===== src/rtl/ahb_led_blinker_if.sv =====
// AHB-Lite bus bundle between the interconnect (master side) and the LED blinker slave.
interface ahb_led_blinker_if;
    logic        HSEL;
    logic [31:0] HADDR;
    logic [1:0]  HTRANS;
    logic        HWRITE;
    logic [2:0]  HSIZE;
    logic [31:0] HWDATA;
    logic        HREADY;
    logic        HREADYOUT;
    logic        HRESP;
    logic [31:0] HRDATA;

    modport master (
        output HSEL, HADDR, HTRANS, HWRITE, HSIZE, HWDATA, HREADY,
        input  HREADYOUT, HRESP, HRDATA
    );

    modport slave (
        input  HSEL, HADDR, HTRANS, HWRITE, HSIZE, HWDATA, HREADY,
        output HREADYOUT, HRESP, HRDATA
    );
endinterface


===== src/rtl/ahb_led_blinker.sv =====
// Zero-wait-state AHB-Lite slave driving LED pins with static levels and
// per-LED blinking timed by a programmable prescaler.
module ahb_led_blinker #(
    parameter int unsigned NUM_LED   = 8,
    parameter int unsigned DIV_WIDTH = 24,
    parameter int unsigned DIV_RESET = 4999999
) (
    input  logic                CLK,
    input  logic                RESET,
    ahb_led_blinker_if.slave    bus,
    output logic [NUM_LED-1:0]  LED
);

    localparam int unsigned TICK_WIDTH = 16;
    localparam logic [DIV_WIDTH-1:0] DIV_INIT = DIV_WIDTH'(DIV_RESET);

    localparam logic [1:0] ADDR_LED_OUT   = 2'd0;
    localparam logic [1:0] ADDR_BLINK_EN  = 2'd1;
    localparam logic [1:0] ADDR_BLINK_DIV = 2'd2;
    localparam logic [1:0] ADDR_TICKCNT   = 2'd3;

    // Pipelined address-phase capture
    logic                  r_wr_en;
    logic                  r_rd_en;
    logic [1:0]            r_addr;
    logic                  r_size_ok;

    // Software-visible registers
    logic [NUM_LED-1:0]    r_led_out;
    logic [NUM_LED-1:0]    r_blink_en;
    logic [DIV_WIDTH-1:0]  r_blink_div;
    logic [TICK_WIDTH-1:0] r_tickcnt;

    // Prescaler state and output register
    logic [DIV_WIDTH-1:0]  r_cnt;
    logic                  r_phase;
    logic [NUM_LED-1:0]    r_led;

    logic                  w_accept;
    logic                  w_commit;
    logic                  w_tick;
    logic [31:0]           w_rdata;
    logic                  w_unused;

    assign w_accept = bus.HSEL & bus.HTRANS[1] & bus.HREADY;
    assign w_commit = r_wr_en & r_size_ok;
    assign w_tick   = (r_cnt == '0);

    // Only HADDR[3:2], HTRANS[1] and the low HWDATA bits carry meaning here
    assign w_unused = ^{bus.HADDR, bus.HTRANS, bus.HWDATA};

    // Address phase capture
    always_ff @(posedge CLK) begin
        if (RESET) begin
            r_wr_en   <= 1'b0;
            r_rd_en   <= 1'b0;
            r_addr    <= 2'd0;
            r_size_ok <= 1'b0;
        end else begin
            r_wr_en <= w_accept & bus.HWRITE;
            r_rd_en <= w_accept & ~bus.HWRITE;
            if (w_accept) begin
                r_addr    <= bus.HADDR[3:2];
                r_size_ok <= (bus.HSIZE == 3'b010);
            end
        end
    end

    // Static registers committed at the end of a word write data phase
    always_ff @(posedge CLK) begin
        if (RESET) begin
            r_led_out  <= '0;
            r_blink_en <= '0;
        end else if (w_commit) begin
            if (r_addr == ADDR_LED_OUT) begin
                r_led_out <= bus.HWDATA[NUM_LED-1:0];
            end
            if (r_addr == ADDR_BLINK_EN) begin
                r_blink_en <= bus.HWDATA[NUM_LED-1:0];
            end
        end
    end

    // Prescaler; a divider write reloads the counter, a tick-count write beats a same-cycle toggle
    always_ff @(posedge CLK) begin
        if (RESET) begin
            r_blink_div <= DIV_INIT;
            r_cnt       <= DIV_INIT;
            r_phase     <= 1'b0;
            r_tickcnt   <= '0;
        end else begin
            if (w_tick) begin
                r_cnt     <= r_blink_div;
                r_phase   <= ~r_phase;
                r_tickcnt <= r_tickcnt + TICK_WIDTH'(1);
            end else begin
                r_cnt <= r_cnt - DIV_WIDTH'(1);
            end
            if (w_commit && (r_addr == ADDR_BLINK_DIV)) begin
                r_blink_div <= bus.HWDATA[DIV_WIDTH-1:0];
                r_cnt       <= bus.HWDATA[DIV_WIDTH-1:0];
            end
            if (w_commit && (r_addr == ADDR_TICKCNT)) begin
                r_tickcnt <= '0;
            end
        end
    end

    // LED drive
    always_ff @(posedge CLK) begin
        if (RESET) begin
            r_led <= '0;
        end else begin
            r_led <= (r_led_out & ~r_blink_en) |
                     (r_led_out & r_blink_en & {NUM_LED{r_phase}});
        end
    end

    // Read mux from the registered address, zero outside a read data phase
    always_comb begin
        w_rdata = 32'd0;
        if (r_rd_en) begin
            case (r_addr)
                ADDR_LED_OUT:   w_rdata = 32'(r_led_out);
                ADDR_BLINK_EN:  w_rdata = 32'(r_blink_en);
                ADDR_BLINK_DIV: w_rdata = 32'(r_blink_div);
                default:        w_rdata = 32'(r_tickcnt);
            endcase
        end
    end

    assign bus.HRDATA    = w_rdata;
    assign bus.HREADYOUT = 1'b1;
    assign bus.HRESP     = 1'b0;
    assign LED           = r_led;

endmodule


===== src/flat_wrapper.sv =====
// flat-port wrapper written by rule: the top's interface ports become plain ports
module ahb_led_blinker_flat 
#(
    parameter int unsigned NUM_LED   = 8,
    parameter int unsigned DIV_WIDTH = 24,
    parameter int unsigned DIV_RESET = 4999999
)
  (CLK, RESET, LED, bus_HSEL, bus_HADDR, bus_HTRANS, bus_HWRITE, bus_HSIZE, bus_HWDATA, bus_HREADY, bus_HREADYOUT, bus_HRESP, bus_HRDATA);
  ahb_led_blinker_if bus_i ();
  input  logic CLK;
  input  logic RESET;
  output logic [NUM_LED-1:0] LED;
  input wire logic [$bits(bus_i.HSEL)-1:0] bus_HSEL;
  input wire logic [$bits(bus_i.HADDR)-1:0] bus_HADDR;
  input wire logic [$bits(bus_i.HTRANS)-1:0] bus_HTRANS;
  input wire logic [$bits(bus_i.HWRITE)-1:0] bus_HWRITE;
  input wire logic [$bits(bus_i.HSIZE)-1:0] bus_HSIZE;
  input wire logic [$bits(bus_i.HWDATA)-1:0] bus_HWDATA;
  input wire logic [$bits(bus_i.HREADY)-1:0] bus_HREADY;
  output wire logic [$bits(bus_i.HREADYOUT)-1:0] bus_HREADYOUT;
  output wire logic [$bits(bus_i.HRESP)-1:0] bus_HRESP;
  output wire logic [$bits(bus_i.HRDATA)-1:0] bus_HRDATA;
  assign bus_i.HSEL = bus_HSEL;
  assign bus_i.HADDR = bus_HADDR;
  assign bus_i.HTRANS = bus_HTRANS;
  assign bus_i.HWRITE = bus_HWRITE;
  assign bus_i.HSIZE = bus_HSIZE;
  assign bus_i.HWDATA = bus_HWDATA;
  assign bus_i.HREADY = bus_HREADY;
  assign bus_HREADYOUT = bus_i.HREADYOUT;
  assign bus_HRESP = bus_i.HRESP;
  assign bus_HRDATA = bus_i.HRDATA;
  ahb_led_blinker #(.NUM_LED(NUM_LED), .DIV_WIDTH(DIV_WIDTH), .DIV_RESET(DIV_RESET)) u_core (.CLK(CLK), .RESET(RESET), .bus(bus_i), .LED(LED));
endmodule

===== config.mk =====
export PLATFORM = sky130hd
export DESIGN_NAME = ahb_led_blinker_flat
export DESIGN_NICKNAME = d
export VERILOG_FILES = /design/src/rtl/ahb_led_blinker_if.sv /design/src/rtl/ahb_led_blinker.sv /design/src/flat_wrapper.sv
export SDC_FILE = /design/constraint.sdc
export NUM_CORES = 1
export LEC_CHECK = 0
export BUFFER_PORTS_ARGS = -buffer_cell sky130_fd_sc_hd__buf_2
export CAP_MARGIN = 15
export CORE_MARGIN = 2
export CORE_UTILIZATION = 57
export DETAILED_ROUTE_END_ITERATION = 16
export PLACE_DENSITY = 0.81
export SYNTH_ARGS = -nofsm -noshare
export SYNTH_HDL_FRONTEND = slang
export SYNTH_SLANG_ARGS = --single-unit

===== constraint.sdc =====
create_clock -name CLK -period 4.3 [get_ports CLK]
set_clock_uncertainty 0.05 [all_clocks]
set_input_delay 0.215 -clock CLK [delete_from_list [all_inputs] [get_ports CLK]]
set_output_delay 0.215 -clock CLK [all_outputs]
set_load 0.02 [all_outputs]

==> impl_results.md <==
* Synth Area in Adders at 0.557%
* Register area share after synthesis at 41.9%
* Die width at 92.8 um
* Fin area at 0.00502 mm^2
* Logic pwr share at 4.7%
* Worst Tran Pin Value at 1.08 ns
* Status: completed
* Sequential Power Share at 57.4%
* Worst rel slew slack at 28.0%
* Slew Limit Fails at 0
* DRC at 0
* Setup crit end kind: register
* Final hold violation count at 0
* CP Max Fanout at 24
* GPL Wtd Cong at 0.862
* Number of I/O port buffers at 66
* Xor-xnor portion of the synthesized cell area at 5.46%
* Nets at 655
* Largest family of logic cells by synthesized area: simple AND/OR/NAND/NOR gates
* Clock Path Buffers at 2
* Vias in the first global route at 3687
* Final total power at 1.53 mW
* Switch share at 22.8%
* Cell Area, Placed at 0.00482 mm^2
* Share of the synthesized area in the top cell type at 41.9%
* CTS H-tree lvls at 3
* EDFF count, synth at 0
* RSZ-0062 raised after global routing: no
* Prevailing post-synth register cell: dfxtp_1
* Reg clk slew, reported paths at 0.09 ns
* Drt pass-1 iters at 5
* Final HPWL DP at 7.10 mm
* Hold crit path type: in -> reg
* Period utilization at 66.6%
* Syn. warnings at 0
* Synth area leaders: dfxtp_1, nand2_1, xnor2_1
* Cells after DPL at 669
* Crit start category: register
* Die Y at 92.8 um
* Post-route ant nets at 0
* DIE AREA at 0.00860 mm^2
* Placeable Area at 0.00769 mm^2
* Clk sink count at 94
* Max-cap violations at 0
* Vias at 3912
* Psw at 0.349 mW
* Largest net degree at the start of global routing at 72
* Worst vdd ir at 0.000189 V
* Yosys reg bits at 94
* Worst setup margin at 1.44 ns
* DR vias/cell at 5.71
* Post-synth top area cell: dfxtp_1
* Leakage at 1.97 nW
* Fillers at 648
* Final setup viols at 0
* Core Rows at 32
* GRT Util Overall at 25.3%
* FF/Latch Area at 0.00188 mm^2
* DR WL/cell at 15.2 um
* Crit path required time at 4.47 ns
* Clock share of power at 37.9%
* Gr ovfl total at 0
* Setup WS pre-CTS at 1.51 ns
* Initial antenna violation count at 0
* Clock Latency Late Sink at 0.36 ns
* Hold_sp: bus_HWDATA[18]
* First-pass GRT wire length at 17.5 mm
* Syn Inst Count at 527
* Area of the multi-input gates at 0.00243 mm^2
* Post-CTS sizing at 0
* Distinct cells, synth at 49
* WS Path Type: reg -> reg
* Top-count cell post-synth: dfxtp_1
* CTS buffer count at 9
* Internal at 1.18 mW
* Commonest cells in the netlist: dfxtp_1, nand2_1, nor2_1, a21oi_1, o21ai_0
* Crit path from: u_core.r_cnt[10]$_SDFF_PP0_
* Reg2reg start: u_core.r_cnt[10]$_SDFF_PP0_
* Total negative slack at 0 ns
* Average cell area after synthesis at 8.52 um^2
* Iteration-0 DRC Markers at 244
* Starting Density at 58.4%
* Layout cells sized above 1 at 18.5%
* Post-Route WL at 10.4 mm
* Arrival time worst endpoint at 3.03 ns
* Ant. Diodes at 0
* Async set or reset register ratio after synthesis at 0%
* Post-synthesis mux area share at 8.25%
* Synthesis-to-finish area growth at 11.9%
* Pwr/cell area at 304 mW/mm^2
* Mapped Area at 0.00449 mm^2
* Compound-Gate Fraction of Synth Area at 11.0%
* Non-Filler Instances at 685
* Post-Synth Simple-Gate Area at 27.9%
* IO Pins at 116
* Fmax at 0.349 GHz
* Minimum clock period at 2.86 ns
* Root buffer cell: clkbuf_8
* CTS tree: yes
[metrics by stage]
step	hold slack (ns)	utilization (%)
6_report	0.0223	65.3
5_1_grt	0.0308	65.3
4_1_cts	0.0198	65.3
3_5_place_dp	0.354	62.8
3_3_place_gp	0.348	62.8
2_1_floorplan	0.242	-
[worst paths after layout]
path | endpoint | slack [ns] | depth (start not counted)
max reg2reg | u_core.r_cnt[17]$_SDFF_PP0_ | 1.44 | 5
min reg2reg | u_core.r_blink_div[19]$_SDFFE_PP1P_ | 0.40 | 2
min | u_core.r_blink_div[18]$_SDFFE_PP1P_ | 0.02 | 3
max | u_core.r_cnt[17]$_SDFF_PP0_ | 1.44 | 5
[flip-flops by register name (all words and copies together) (netlist names)]
register            cells
u_core.r_led_out        8
u_core.r_wr_en          1
u_core.LED              8
u_core.r_blink_en       8
u_core.r_addr           2
u_core.r_phase          1
u_core.r_blink_div     24
u_core.r_cnt           24
u_core.r_size_ok        1
u_core.r_rd_en          1
u_core.r_tickcnt       16
[cells in the final DEF, fill, tap and decap left out, drive strengths merged, types with 13 or more instances in the layout]
master / instances
dfxtp: 94
a21oi: 38
mux2i: 19
nor2: 47
xnor2: 24
nand2: 91
o21ai: 28
nor3: 13
and2: 17
buf: 70
nor4: 14
[cell families after synthesis]
| kind of cell | after synthesis |
|---|---|
| DFF | 94 |
| and+or+nand+nor | 243 |
| other | 2 |
| muxes | 27 |
| AOI/OAI and AO/OA | 87 |
| xor gates and xnor gates | 28 |
| buffers and inverters | 44 |
| adders and majority gates | 2 |
[repair_timing]
item	CTS	global route
hold buffers	1	0
endpoints found under the setup margin	0	0
setup buffers	0	0
endpoints found under the hold margin	1	0
[power groups by stage]
stage	clock [mW]	combinational (mW)	sequential, mW
floorplan	0	0.0522	0.896
global placement	0	0.0685	0.898
detailed placement	0	0.0698	0.899
CTS	0.584	0.0710	0.878
global route	0.627	0.0784	0.879
finish	0.579	0.0714	0.878
[per-layer routing]
metal	global-route usage (%)	part of all wire, %	up-vias
met2	41.9	48	143
met4	11.2	2.1	0
met5	0	0	-
li1	-	-	1917
met1	32.7	44	1833
met3	3.82	6.0	19
[critical path, cell delays in order, from the launching register on]
cell	delay [ns]
dfxtp_1	0.37
nor4_2	0.52
nand4_1	0.68
or2_2	0.73
nand2_1	0.23
o221ai_1	0.14
[cell type report]
| cell class | instances | area share, % |
|---|---|---|
| clock inverters | 4 | 0.946 |
| flip-flops and latches | 94 | 37.5 |
| well taps | 102 | 2.54 |
| clock buffers | 11 | 2.81 |
| inverters | 6 | 0.448 |
| multi-input cells | 397 | 48.4 |
| repair buffers | 71 | 7.37 |
Power figures use the tool's default switching activity.
